==> config.mk <==
export PLATFORM = sky130hd
export DESIGN_NAME = pcieifc_sync_fifo_fwft
export DESIGN_NICKNAME = d
export VERILOG_FILES = /design/src/rtl/pcieifc_fifo_pkg.sv /design/src/rtl/pcieifc_sfifo_ram.sv /design/src/rtl/pcieifc_sync_fifo_fwft.sv
export SDC_FILE = /design/constraint.sdc
export NUM_CORES = 1
export LEC_CHECK = 0
export CORE_UTILIZATION = 45
export CTS_CLUSTER_DIAMETER = 60
export CTS_CLUSTER_SIZE = 8
export DETAILED_ROUTE_END_ITERATION = 8
export HOLD_SLACK_MARGIN = 0.1
export MAX_ROUTING_LAYER = met4
export PLACE_DENSITY_LB_ADDON = 0.12
export SLEW_MARGIN = 40
export SYNTH_ARGS = -nofsm -noshare
export SYNTH_HDL_FRONTEND = slang
export SYNTH_HIERARCHICAL = 1
export SYNTH_SLANG_ARGS = --single-unit
==> constraint.sdc <==
create_clock -name clk -period 3.75 [get_ports clk]
set_input_delay 0.5625 -clock clk [delete_from_list [all_inputs] [get_ports clk]]
set_output_delay 0.5625 -clock clk [all_outputs]
set_load 0.02 [all_outputs]
==> src/rtl/pcieifc_fifo_pkg.sv <==
// Shared definitions for the PCIe interface FIFOs: geometry helpers,
// default thresholds and parameter legality checks.
package pcieifc_fifo_pkg;

    localparam int DEF_DSIZE     = 8;
    localparam int DEF_ASIZE     = 4;
    localparam int DEF_AEMPTY_TH = 1;

    // Total capacity: every RAM entry plus the output register.
    function automatic int fifo_depth(input int asize);
        return (1 << asize) + 1;
    endfunction

    // Default almost-full threshold: one below the RAM size.
    function automatic int def_afull_th(input int asize);
        return (1 << asize) - 1;
    endfunction

    function automatic bit geometry_ok(input int dsize, input int asize);
        return (dsize >= 1) && (asize >= 1);
    endfunction

    function automatic bit afull_th_ok(input int asize, input int th);
        return (th >= 1) && (th <= fifo_depth(asize));
    endfunction

    function automatic bit aempty_th_ok(input int asize, input int th);
        return (th >= 0) && (th <= fifo_depth(asize) - 1);
    endfunction

endpackage

==> src/rtl/pcieifc_sfifo_ram.sv <==
// Simple dual-port storage for pcieifc_sync_fifo_fwft: one write port, one
// read port with a registered, read-first output. Written to map onto block
// or distributed RAM.
module pcieifc_sfifo_ram #(
    parameter int DW = 8,
    parameter int AW = 4
) (
    input  logic          clk,
    input  logic          we_i,
    input  logic [AW-1:0] waddr_i,
    input  logic [DW-1:0] wdata_i,
    input  logic          re_i,
    input  logic [AW-1:0] raddr_i,
    output logic [DW-1:0] rdata_o
);

    logic [DW-1:0] mem_q [2**AW];
    logic [DW-1:0] rdata_q;

    // Write port and registered read port; a same-slot read returns the old word.
    // NOTE: the array and its read register carry no reset, otherwise the tools
    // cannot map them onto RAM primitives; the FIFO control never exposes
    // an unwritten word as valid.
    always_ff @(posedge clk) begin
        if (we_i) begin
            mem_q[waddr_i] <= wdata_i;
        end
        if (re_i) begin
            rdata_q <= mem_q[raddr_i];
        end
    end

    assign rdata_o = rdata_q;

endmodule

==> src/rtl/pcieifc_sync_fifo_fwft.sv <==
// Single-clock first-word-fall-through FIFO with a bypassable output stage,
// occupancy count and almost-full/almost-empty flags.
// Optional sticky overflow/underflow capture: define PCIEIFC_SFIFO_ERR_CHK_EN.
module pcieifc_sync_fifo_fwft
    import pcieifc_fifo_pkg::*;
#(
    parameter int DSIZE     = DEF_DSIZE,
    parameter int ASIZE     = DEF_ASIZE,
    parameter int AFULL_TH  = def_afull_th(ASIZE),
    parameter int AEMPTY_TH = DEF_AEMPTY_TH
) (
    input  logic             clk,
    input  logic             rst_n,
    input  logic             clr,
    input  logic             wen,
    input  logic [DSIZE-1:0] din,
    input  logic             ren,
    output logic [DSIZE-1:0] dout,
    output logic             full,
    output logic             afull,
    output logic             empty,
    output logic             aempty,
    output logic [ASIZE:0]   count
`ifdef PCIEIFC_SFIFO_ERR_CHK_EN
    ,
    output logic             ovf_err,
    output logic             udf_err
`endif
);

    localparam int             DEPTH     = fifo_depth(ASIZE);
    localparam logic [ASIZE:0] DEPTH_C   = (ASIZE+1)'(DEPTH);
    localparam logic [ASIZE:0] AFULL_C   = (ASIZE+1)'(AFULL_TH);
    localparam logic [ASIZE:0] AEMPTY_C  = (ASIZE+1)'(AEMPTY_TH);
    localparam logic [ASIZE:0] ONE_C     = (ASIZE+1)'(1);

    // Elaboration-time parameter checks.
    if (!geometry_ok(DSIZE, ASIZE)) begin : g_bad_geometry
        $error("pcieifc_sync_fifo_fwft: DSIZE and ASIZE must both be >= 1");
    end
    if (!afull_th_ok(ASIZE, AFULL_TH)) begin : g_bad_afull
        $error("pcieifc_sync_fifo_fwft: AFULL_TH must lie in 1..DEPTH");
    end
    if (!aempty_th_ok(ASIZE, AEMPTY_TH)) begin : g_bad_aempty
        $error("pcieifc_sync_fifo_fwft: AEMPTY_TH must lie in 0..DEPTH-1");
    end

    // Registered state and its next-state values.
    logic [ASIZE:0]   wptr_q, wptr_d;
    logic [ASIZE:0]   rptr_q, rptr_d;
    logic [ASIZE:0]   count_q, count_d;
    logic             out_vld_q, out_vld_d;
    logic             byp_sel_q, byp_sel_d;     // head comes from bypass register
    logic [DSIZE-1:0] byp_data_q, byp_data_d;

    // Per-cycle decisions.
    logic             push_acc;
    logic             pop_acc;
    logic             ram_nempty;
    logic             load;
    logic             bypass;
    logic             ram_we;
    logic             ram_re;
    logic [DSIZE-1:0] ram_rdata;

    // Flags and count decode registered state only.
    assign count  = count_q;
    assign full   = (count_q == DEPTH_C);
    assign afull  = (count_q >= AFULL_C);
    assign empty  = (count_q == '0);
    assign aempty = (count_q <= AEMPTY_C);

    // Head word: either the RAM read register or the bypass register.
    assign dout = byp_sel_q ? byp_data_q : ram_rdata;

    // Accept/route decisions and next-state computation.
    always_comb begin
        // NOTE: every variable written here gets a default first, so no path
        // leaves one unassigned and no latch is inferred.
        push_acc   = wen & (~full | ren) & ~clr;
        pop_acc    = ren & ~empty & ~clr;
        ram_nempty = (wptr_q != rptr_q);
        load       = (pop_acc | ~out_vld_q) & ~clr;
        ram_re     = load & ram_nempty;
        bypass     = load & ~ram_nempty & push_acc;
        ram_we     = push_acc & ~bypass;

        wptr_d     = wptr_q;
        rptr_d     = rptr_q;
        count_d    = count_q;
        out_vld_d  = out_vld_q;
        byp_sel_d  = byp_sel_q;
        byp_data_d = byp_data_q;

        if (clr) begin
            // dout keeps its stale value: the bypass path is left untouched.
            wptr_d    = '0;
            rptr_d    = '0;
            count_d   = '0;
            out_vld_d = 1'b0;
        end else begin
            if (ram_we) wptr_d = wptr_q + ONE_C;
            if (ram_re) rptr_d = rptr_q + ONE_C;
            if (load)   out_vld_d = ram_nempty | push_acc;
            if (ram_re) begin
                byp_sel_d = 1'b0;
            end else if (bypass) begin
                byp_sel_d  = 1'b1;
                byp_data_d = din;
            end
            case ({push_acc, pop_acc})
                2'b10:   count_d = count_q + ONE_C;
                2'b01:   count_d = count_q - ONE_C;
                default: count_d = count_q;
            endcase
        end
    end

    // State registers; reset selects the zeroed bypass register so dout reads 0.
    always_ff @(posedge clk or negedge rst_n) begin
        // NOTE: sequential state uses non-blocking assignments so every register
        // samples pre-edge values regardless of statement order.
        if (!rst_n) begin
            wptr_q     <= '0;
            rptr_q     <= '0;
            count_q    <= '0;
            out_vld_q  <= 1'b0;
            byp_sel_q  <= 1'b1;
            byp_data_q <= '0;
        end else begin
            wptr_q     <= wptr_d;
            rptr_q     <= rptr_d;
            count_q    <= count_d;
            out_vld_q  <= out_vld_d;
            byp_sel_q  <= byp_sel_d;
            byp_data_q <= byp_data_d;
        end
    end

    // The read is issued on the edge that advances rptr, so the RAM register
    // holds the new head right after a pop.
    pcieifc_sfifo_ram #(
        .DW (DSIZE),
        .AW (ASIZE)
    ) u_ram (
        .clk     (clk),
        .we_i    (ram_we),
        .waddr_i (wptr_q[ASIZE-1:0]),
        .wdata_i (din),
        .re_i    (ram_re),
        .raddr_i (rptr_q[ASIZE-1:0]),
        .rdata_o (ram_rdata)
    );

`ifdef PCIEIFC_SFIFO_ERR_CHK_EN
    logic ovf_q;
    logic udf_q;

    // Sticky capture of illegal push (full, no pop) and pop (empty).
    always_ff @(posedge clk or negedge rst_n) begin
        if (!rst_n) begin
            ovf_q <= 1'b0;
            udf_q <= 1'b0;
        end else if (clr) begin
            ovf_q <= 1'b0;
            udf_q <= 1'b0;
        end else begin
            if (wen & full & ~ren) ovf_q <= 1'b1;
            if (ren & empty)       udf_q <= 1'b1;
        end
    end

    assign ovf_err = ovf_q;
    assign udf_err = udf_q;
`endif

endmodule

==> results.toml <==
[floorplanning]
die_h_um = 125
placement_rows = 44
die_area_um2 = 15500
core-area_um2 = 14600
ioPinCount = 30
die_w_um = 125
start_util_pct = 46.3

[detailed_routing]
vias = 3489
ant_nets = 0
first_pass_iters = 4
wl_met1_um = 6080
wirelength_um = 13200
via_per_inst = 5.59
dr.max_layer_used = "met4"
wl_met2_um = 6300
drc = 0
drt_iter0_markers = 278
wl_per_cell_um = 21.2
wl_met3_um = 734

[yosys]
synth-edff-count = 136
synthXorXnorAreaFrac_pct = 1.68
synthAdderAreaFrac_pct = 1.30
netlist-cell-type-count = 45
ys_seq_area_share_pct = 69.7
synth_simple_gate_area_share_pct = 5.63
synth_top_family_by_area = "multiplexers"
synthFlopType = "edfxtp_1"
yosysWarnings = 6
synth_area_um2 = 6760
synthMuxAreaShare_pct = 15.3
synthArstFlopShare_pct = 15.5
synth-compound-area-share_pct = 4.26
syn-num-nets = 394
syn_avg_cell_area_um2 = 18.1
syn_inst = 374
synth-seq-cells = 161

[critical_path]
crit_fanout = 8
crit_path_end_kind = "flop"
cp.arrival_ns = 3.28
crit_chain = "inv_1, ha_1, or4b_4, a21boi_2, o31ai_2, nor2_1, or3b_2, nor2_1"
cp_top_family = "simple AND/OR/NAND/NOR gates"
crit_required_ns = 3.79
path_buf_inv = 1
cpMostUsedCell = "nor2_1"
reg2reg_from = "count[1]"
cp-start-kind = "flop"
cp_slowest_cell = "nor2_1"
max_stage_delay_ns = 0.61
crit_start = "count[1]"
critPathKind = "reg -> reg"

[cells_and_area]
post-route-util_pct = 54.3
area_growth_pct = 17.2
diodes = 0
nNetsFinal = 448
drive_above_1_share_pct = 21.4
filler_cell_count = 1116
layout_common_cells = "edfxtp_1 (136), nor2_1 (31), clkdlybuf4s50_1 (29), dfrtp_1 (23), buf_4 (21)"
final_common_cell = "edfxtp_1"

[sta]
fmax_ghz = 0.309
setup_violations = 0
report.final.slew_viol_count = 0
rsz0062_at_grt = "false"
hold_viol = 0
skew_ns = 0.0102
post-route-min-period_ns = 3.24
tightest_slew_ns = 0.765
post-route-period-util_pct = 86.4
finalSetupTns_ns = 0
slew_headroom_pct = 48.8

[clock_tree]
hold_buffers = 0
htree_levels = 4
cts_sinks = 161
post-cts-setup-buffers = 0
cts_tree = "built"
cts.reportedPaths.clkPinSlew_ns = 0.06
post_cts_resized = 0
cts-root-buf = "clkbuf_16"
clkLatencyLatePin_ns = 0.42
clk_path_buf_depth = 2
numCtsBuffers = 17

[global_route]
grtUsageTotal_pct = 19.0
grt_pass1_wl_um = 21000
grt.overflow.total = 0
antenna_found_initial = 0
grt_pass1_vias = 3569
grt_max_degree = 36

[place]
port_buffers = 29
gp_congestion = 0.819
dp_hpwl_um = 8360

[power]
internal_power_w = 0.00369
leakagePower_nw = 2.71
p_switching_w = 0.00134
seqPwrFrac_pct = 43.6
p_comb_share_pct = 21.4
vdd_drop_max_mv = 0.344
total_power_w = 0.00503
p_per_area_nw_per_um2 = 635
netSwitchingFraction_pct = 26.7
power.clock.fraction_pct = 35.0

[run_status]
status = "complete, no violations"

[flow_run]
max_cap_viol_count = 0

[worst_hold_path]
min_path_type = "in -> async"
==> power groups by stage <==
| stage | logic [W] | registers (W) | clock network (W) |
|---|---|---|---|
| global route | 0.00117 | 0.00221 | 0.00186 |
| finish | 0.00108 | 0.00219 | 0.00176 |
| CTS | 0.00110 | 0.00219 | 0.00179 |
| global placement | 0.00109 | 0.00222 | 0 |
| floorplan | 0.000760 | 0.00220 | 0 |
| detailed placement | 0.00109 | 0.00223 | 0 |
==> worst register-to-register path, cell delays in order (launching register included) <==
cell and delay [ns]:
dfrtp_1 0.45, inv_1 0.15, ha_1 0.16, or4b_4 0.49
a21boi_2 0.18, o31ai_2 0.09, nor2_1 0.22, or3b_2 0.52
nor2_1 0.61
==> area by class of cell <==
cell class	instances	area (µm²)	area share, %
clock buffers	17	425	5.37
clock inverters	14	178	2.24
inverters	6	22.5	0.284
multi-input cells	192	1900	24.0
flip-flops and latches	161	4710	59.5
well taps	184	230	2.91
repair buffers	50	448	5.66
==> cell families after synthesis <==
group	after synthesis
adders and majority gates	7
xor gates and xnor gates	13
AOI/OAI and AO/OA	41
buffers and inverters	21
and+or+nand+nor	78
muxes	53
DFF	161
==> flip-flops by register name, summed over array words and instances (netlist names) <==
register / cells
wptr_q: 5
u_ram/rdata_o: 8
count: 5
rptr_q: 5
u_ram/mem_q: 128
out_vld_q: 1
byp_data_q: 8
byp_sel_q: 1
==> cell usage after synthesis, types with 4 or more instances <==
master    instances  share of area (%)
a21oi_1           7               0.52
a22oi_1          16                1.8
buf_6             5               0.83
dfrtp_1          24                8.9
edfxtp_1        136                 60
ha_1              7                1.3
inv_1             5               0.28
mux2_2            9                1.5
mux2_4            8                1.8
mux2i_1           4               0.59
mux4_1           14                5.4
mux4_2           18                6.0
nand2_1          13               0.72
nand3_1           6               0.44
nor2_1           31                1.7
nor3_1            7               0.52
o211ai_1          4               0.44
o21ai_0           6               0.44
xnor2_1           8                1.0
xor2_1            5               0.65
==> per-layer routing <==
metal,global-route usage [%],vias to the layer above
met2,27.9,100
met4,6.80,0
met5,-,-
li1,-,1601
met3,3.95,6
met1,26.4,1782
==> path summary, 6_finish.rpt <==
check / end / slack, ns / depth (start not counted)
min in group clk: byp_data_q[5] / 0.51 / 1
hold / removal: wptr_q[4] / 0.51 / 2
setup reg to reg: u_ram/mem_q[2][7] / 0.51 / 8
hold reg to reg: byp_data_q[5] / 0.51 / 1
max in group asynchronous: byp_sel_q / 2.93 / 2
setup / recovery: u_ram/mem_q[2][7] / 0.51 / 8
==> through the flow <==
step / cells / cell area, µm² / hold WS [ns] / setup slack (ns)
after floorplan: 374 / 6760 / 0.267 / 0.533
after global placement: 593 / 7320 / 0.490 / 0.621
after detailed placement: 593 / 7320 / 0.490 / 0.519
after CTS: 624 / 7920 / 0.506 / 0.512
after global routing: 624 / 7920 / 0.522 / 0.305
final: 624 / 7920 / 0.507 / 0.509
Power figures use the tool's default switching activity.
